## src/rtl/spi_frame_rx.sv

```systemverilog
// SPI write-frame receiver: synchronizes pad-level SPI signals into the clk domain,
// shifts 16-bit frames and emits a register-write strobe or a frame-error strobe.
module spi_frame_rx #(
   parameter int unsigned SYNC_STAGES = 2,
   parameter logic [6:0]  MAX_ADDR    = 7'h04
) (
   input  logic       clk,
   input  logic       rst,
   input  logic       sclk,
   input  logic       copi,
   input  logic       cs_n,
   output logic       wr_valid,
   output logic [6:0] wr_addr,
   output logic [7:0] wr_data,
   output logic       frame_err,
   output logic [7:0] err_count,
   output logic       busy
);

   localparam int unsigned LAST = SYNC_STAGES - 1;

   typedef enum logic {IDLE, SHIFT} state_t;

   logic [SYNC_STAGES-1:0] sclk_sync, copi_sync, cs_sync;
   logic                   sclk_hist, cs_hist;
   logic                   fresh, armed;
   logic                   sclk_rise_ev, cs_rise_ev, cs_fall_ev, copi_ev;

   state_t      state, state_next;
   logic [4:0]  bit_cnt, cnt_next;
   logic [15:0] shreg, shreg_next;
   logic        accept, reject;

   // armed blocks the fake cs_n fall seen when the chain leaves reset (high)
   // while the pad is already low; a real high sample must come first.
   always_ff @(posedge clk) begin
      if (rst) begin
         sclk_sync    <= '0;
         copi_sync    <= '0;
         cs_sync      <= '1;
         sclk_hist    <= 1'b0;
         cs_hist      <= 1'b1;
         fresh        <= 1'b0;
         armed        <= 1'b0;
         sclk_rise_ev <= 1'b0;
         cs_rise_ev   <= 1'b0;
         cs_fall_ev   <= 1'b0;
         copi_ev      <= 1'b0;
      end else begin
         // NOTE: non-blocking assignments so every stage samples the previous value of its neighbour.
         sclk_sync    <= {sclk_sync[SYNC_STAGES-2:0], sclk};
         copi_sync    <= {copi_sync[SYNC_STAGES-2:0], copi};
         cs_sync      <= {cs_sync[SYNC_STAGES-2:0], cs_n};
         sclk_hist    <= sclk_sync[LAST];
         cs_hist      <= cs_sync[LAST];
         fresh        <= 1'b1;
         armed        <= armed | (fresh & cs_sync[0]);
         sclk_rise_ev <= sclk_sync[LAST] & ~sclk_hist;
         cs_rise_ev   <= cs_sync[LAST] & ~cs_hist;
         cs_fall_ev   <= armed & ~cs_sync[LAST] & cs_hist;
         copi_ev      <= copi_sync[LAST];
      end
   end

   always_comb begin
      // NOTE: defaults first so no path through this block can infer a latch.
      state_next = state;
      cnt_next   = bit_cnt;
      shreg_next = shreg;
      accept     = 1'b0;
      reject     = 1'b0;
      case (state)
         IDLE: begin
            if (cs_fall_ev) begin
               state_next = SHIFT;
               cnt_next   = '0;
               shreg_next = '0;
            end
         end
         SHIFT: begin
            if (cs_rise_ev) begin
               state_next = IDLE;
               if (bit_cnt == 5'd16 && shreg[15] && shreg[14:8] <= MAX_ADDR)
                  accept = 1'b1;
               else if (bit_cnt != 5'd16 || shreg[15])
                  reject = 1'b1;
            end else if (sclk_rise_ev) begin
               shreg_next = {shreg[14:0], copi_ev};
               if (bit_cnt != 5'd31)
                  cnt_next = bit_cnt + 5'd1;
            end
         end
         default: state_next = IDLE;
      endcase
   end

   always_ff @(posedge clk) begin
      if (rst) begin
         state     <= IDLE;
         bit_cnt   <= '0;
         shreg     <= '0;
         wr_valid  <= 1'b0;
         wr_addr   <= '0;
         wr_data   <= '0;
         frame_err <= 1'b0;
         err_count <= '0;
      end else begin
         state     <= state_next;
         bit_cnt   <= cnt_next;
         shreg     <= shreg_next;
         wr_valid  <= accept;
         frame_err <= reject;
         if (accept) begin
            wr_addr <= shreg[14:8];
            wr_data <= shreg[7:0];
         end
         if (reject && err_count != 8'hFF)
            err_count <= err_count + 8'd1;
      end
   end

   assign busy = (state == SHIFT);

endmodule

```

## config.mk

```make
export PLATFORM = sky130hd
export DESIGN_NAME = spi_frame_rx
export DESIGN_NICKNAME = d
export VERILOG_FILES = /design/src/rtl/spi_frame_rx.sv
export SDC_FILE = /design/constraint.sdc
export NUM_CORES = 1
export LEC_CHECK = 0
export ABC_AREA = 1
export ABC_CLOCK_PERIOD_IN_PS = 4400
export CAP_MARGIN = 10
export CORE_AREA = 5 5 91 127
export CTS_BUF_LIST = sky130_fd_sc_hd__clkbuf_16
export CTS_CLUSTER_DIAMETER = 100
export DETAILED_ROUTE_END_ITERATION = 10
export DIE_AREA = 0 0 96 132
export PLACE_DENSITY = 0.53
export SLEW_MARGIN = 20
export SYNTH_ARGS = -nofsm -noshare
export SYNTH_HDL_FRONTEND = slang
export SYNTH_SLANG_ARGS = --single-unit
```

## constraint.sdc

```tcl
create_clock -name clk -period 4.4 [get_ports clk]
set_clock_uncertainty 0.2 [all_clocks]
set_input_delay 1.32 -clock clk [delete_from_list [all_inputs] [get_ports clk]]
set_output_delay 1.32 -clock clk [all_outputs]
set_load 0.01 [all_outputs]
```

After elaboration in Yosys (flattened, before gate mapping)
Cells that the tools add are included.
W data, S select, Z words.

operators by class
  add/sub/neg operators = 2
  order comparisons = 1
  eq/ne operators = 8
  mux-type cells = 20
  bitwise operators = 10
  reductions and logical operators = 6

operators with widths
  operator               number
  $mux W16               3
  $pmux W16 S2           1
  $mux W5                4
  $mux W1                10
  $ne A5 B5 Y1 const B   2
  $pmux W5 S2            1
  $add A8 B1 Y8 const B  1
  $ne A8 B8 Y1 const B   1
  $le A7 B3 Y1 const B   1
  $ne A2 B2 Y1 const B   3
  $add A5 B1 Y5 const B  1
  $and A1 B1 Y1          5
  $eq A5 B5 Y1 const B   1
  $not A1 Y1             4
  $reduce_and A4 Y1      1
  $logic_and A1 B1 Y1    3
  $reduce_and A3 Y1      1
  $ne A2 B1 Y1 const B   1
  $pmux W1 S2            1
  $logic_or A1 B1 Y1     1
  $or A1 B1 Y1           1

word-level totals
  flip-flop bits (word level) = 61
  bits of input ports = 5
  output and inout port bits = 26

Longest topological paths before layout
  depth in word-level cells = 7
  depth in mapped cells = 12
  depth with buffers taken out = 11

Worst setup path before layout
OpenSTA, ideal clock, no wires.

  path kind = input to register
  start = input port rst
  end = register shreg[9]
  library setup time = 0.078 ns
  data arrival time = 1.883 ns
  path slack = 2.240 ns
  stages = 4
  path buffers = 1
  cell sequence = nor2_2 > inv_1 > buf_4 > nor3_1

RTL lines
  item                  RTL line  source
  from (decl)           8         input logic rst,
  to (signal assigned)  110       shreg <= shreg_next;
  to (decl)             31        logic [15:0] shreg, shreg_next;

Final worst setup path
  start = register err_count[2]
  end = output port err_count[2]

RTL lines
  item                    RTL line  source
  from (decl)             16        output logic [7:0] err_count,
  from (signal assigned)  118       err_count <= err_count + 8'd1;

No word-level cell between the ends.

==> results.sh <==
export IMPL_run_status="finished clean"
export IMPL_dieArea_mm2=0.0127
export IMPL_final_cell_area_mm2=0.00315
export IMPL_setup_total_negative_slack_ps=0
export IMPL_synth_area_leader_cell="sky130_fd_sc_hd__dfxtp_1"
export IMPL_die_width_um=96
export IMPL_layout_area_overhead_vs_synth_pct=30.4
export IMPL_cts_tree="built"
export IMPL_placeableCoreArea_mm2=0.0102
export IMPL_timing_max_cap_violations=0
export IMPL_dr_pass1_iters=5
export IMPL_worst_r2r_setup_slack_ps=2500
export IMPL_power_per_cell_area_mw_per_mm2=430
export IMPL_worstSetupPathType="register to primary output"
export IMPL_hold_start="sclk_hist"
export IMPL_critical_path_reg2reg_endpoint="bit_cnt[0]"
export IMPL_postRouteWirelength_um=5000
export IMPL_final_setup_worst_slack_ps=1500
export IMPL_worst_min_path_class="register to register"
export IMPL_max_slew_worst_pin_slew_ps=617
export IMPL_syn_mean_instance_area_um2=7.94
export IMPL_gp_congestion=0.787
export IMPL_cp_cell_sequence="clkdlybuf4s50_1"
export IMPL_cts_resized=0
export IMPL_design_portCount=31
export IMPL_clock_sinks=61
export IMPL_timing_reg2reg_worst_path_depth=8
export IMPL_final_max_slew_viol_count=0
export IMPL_gr_usage_met2=0.145
export IMPL_final_layout_size_suffix_gt1_frac=0.123
export IMPL_post_place_ws_ps=1280
export IMPL_core_rowCount=44
export IMPL_critical_path_top_delay_family="buffers and inverters"
export IMPL_finalSetupViolCount=0
export IMPL_ffs_latches_synth=61
export IMPL_post_cts_buffers=0
export IMPL_cp_data_arrival_time_ps=1380
export IMPL_num_antenna_cells=0
export IMPL_number_of_nets_in_the_layout=345
export IMPL_worst_hold_path_endpoint="sclk_rise_ev"
export IMPL_hpwlAfterDp_um=3480
export IMPL_dpl_cell_area_mm2=0.00282
export IMPL_synthDominantCellAreaShare=0.506
export IMPL_total_power_mw=1.35
export IMPL_cts_buffers_inserted=9
export IMPL_drt_iter0_markers=50
export IMPL_cts_hold_repair_buffers=0
export IMPL_htreeDepth=3
export IMPL_grt_pass1_vias=1979
export IMPL_start_kind="register"
export IMPL_max_slew_margin_rel=0.588
export IMPL_cts_root_to_sink_buffers=2
export IMPL_latest_clock_arrival_within_the_worst_skew_pair_ps=330
export IMPL_synth_distinct_cells=30
export IMPL_route_detailed_wl_per_inst_um=10.4
export IMPL_groute_layer_met3_usage=0.0297
export IMPL_placement_io_buffers=30
export IMPL_finalWorstPathRequiredPeriod_ps=2900
export IMPL_crit_slowest_cell="sky130_fd_sc_hd__clkdlybuf4s50_1"
export IMPL_regToRegStartpoint="busy"
export IMPL_die_h_um=132
export IMPL_drcViolationCount=0
export IMPL_peak_per_stage_delay_on_the_critical_path_ps=600
export IMPL_achievable_frequency_mhz=344
export IMPL_unrepaired_setup_endpoints_after_global_routing="no"
export IMPL_post_synth_inst_count=304
export IMPL_antenna_found_initial=0
export IMPL_cp_required_ps=2880
export IMPL_total_leakage_power_nw=1.37
export IMPL_grt_use_total=0.0878
export IMPL_crit_path_end_kind="primary output"
export IMPL_top_usage_layer="met2"
export IMPL_holdPathStages=1
export IMPL_fillers=1142
export IMPL_final_util=0.307
export IMPL_clockRootBuffer="sky130_fd_sc_hd__clkbuf_16"
export IMPL_post_synthesis_cell_area_mm2=0.00241
export IMPL_grt_pass1_wl_um=8830
export IMPL_drt_vias_per_instance=4.10
export IMPL_synth_yosys_seq_area_share=0.506
export IMPL_tcrit_tclk_final=0.660
export IMPL_grt_use_met1=0.101
export IMPL_crit_path_max_fanout=6
export IMPL_final_hold_viol_count=0
export IMPL_yosys_warnings=0
export IMPL_grt_ovfl_total=0
export IMPL_drt_antenna_violating_nets=0
export IMPL_synth_net_count=313
export IMPL_worst_path_buf_inv=1
export IMPL_dr_total_vias=1966
export IMPL_yosys_top_cells_area="sky130_fd_sc_hd__dfxtp_1, sky130_fd_sc_hd__nor2_1, sky130_fd_sc_hd__nand2_1, sky130_fd_sc_hd__inv_1, sky130_fd_sc_hd__nor3_1"
export IMPL_clock_transition_at_the_registers_of_the_reported_paths_ps=50
export IMPL_ir_drop_uv=187
export IMPL_pin_count_of_the_biggest_net_entering_global_routing=24
export IMPL_starting_density=0.236
## cells by family after synthesis
kind of cell | Yosys count | synth area share
XOR/XNOR | 1 | 0.00363
buffers and inverters | 50 | 0.0927
AO/OA/AOI/OAI | 36 | 0.0824
AND/OR/NAND/NOR | 152 | 0.295
flip-flops | 61 | 0.506
adder cells (fa/ha/maj) | 4 | 0.0207
## cell usage in the layout (no fill, tap or decap), types with 2 or more instances in the layout
cell type,instances
sky130_fd_sc_hd__a211oi_1,6
sky130_fd_sc_hd__a21oi_1,12
sky130_fd_sc_hd__bufinv_16,2
sky130_fd_sc_hd__clkbuf_16,9
sky130_fd_sc_hd__clkdlybuf4s50_1,30
sky130_fd_sc_hd__clkinvlp_4,4
sky130_fd_sc_hd__dfxtp_1,61
sky130_fd_sc_hd__ha_1,4
sky130_fd_sc_hd__inv_1,35
sky130_fd_sc_hd__inv_2,4
sky130_fd_sc_hd__nand2_1,36
sky130_fd_sc_hd__nand2_2,3
sky130_fd_sc_hd__nand3_1,11
sky130_fd_sc_hd__nand4_1,7
sky130_fd_sc_hd__nor2_1,64
sky130_fd_sc_hd__nor2_2,9
sky130_fd_sc_hd__nor3_1,13
sky130_fd_sc_hd__o21ai_0,8
sky130_fd_sc_hd__o21ai_1,9
sky130_fd_sc_hd__or2_2,2
## worst register-to-register path: stages, from the launching register on
cell and delay (ps):
sky130_fd_sc_hd__dfxtp_1 360, sky130_fd_sc_hd__nand2_2 140, sky130_fd_sc_hd__inv_1 90, sky130_fd_sc_hd__nor2_2 140, sky130_fd_sc_hd__nand2_2 260, sky130_fd_sc_hd__inv_2 280
sky130_fd_sc_hd__nand2_1 110, sky130_fd_sc_hd__o21ai_0 160, sky130_fd_sc_hd__a21oi_1 50
## metal layers
metal | routed length (um) | part of all wire
met1 | 2190 | 0.44
met2 | 2530 | 0.51
met3 | 222 | 0.044
met4 | 59 | 0.012
met5 | 0 | 0
## power breakdown
part,internal (mW),total [mW],switching [mW]
clock network,0.497,0.751,0.254
logic,0.0124,0.0343,0.0219
registers,0.563,0.569,0.00574
total,1.07,1.35,0.282
## Yosys cell counts, drive strengths merged
cell type,instances
nor2,74
or2,3
inv,40
nand2,40
nand3,12
a211oi,6
a21oi,12
clkbuf,4
nand3b,1
nand4,8
nor3,14
buf,6
dfxtp,61
o21ai,18
ha,4
xor2,1
## sequential cells by signal, summed over array words and instances (netlist names), 2 cells and up
name,cells
wr_addr,7
shreg,16
sclk_sync,2
wr_data,8
bit_cnt,5
err_count,8
copi_sync,2
cs_sync,2
## stage by stage
step | cells | hold slack, ps
floorplan | 304 | 174
CTS | 479 | 191
global route | 479 | 197
finish | 479 | 191
global placement | 463 | 178
detailed placement | 463 | 184
## cell type report
type	count	area [um2]	share of cell area
clock buffers	9	225	0.0715
flip-flops and latches	61	1220	0.388
multi-input cells	193	970	0.308
well taps	138	173	0.0548
clock inverters	7	98.8	0.0314
inverters	40	153	0.0485
repair buffers	31	308	0.0978
## how the worst max path moves through the flow
stage	startpoint	end	slack, ps	depth (start not counted)
global placement	rst	wr_addr[2]	1300	4
detailed placement	rst	wr_addr[2]	1280	4
CTS	err_count[2]	err_count[2]	1480	1
finish	err_count[2]	err_count[2]	1500	1
global route	rst	wr_addr[2]	1420	4
floorplan	rst	shreg[9]	2240	4
(Power assumes the default switching activity.)
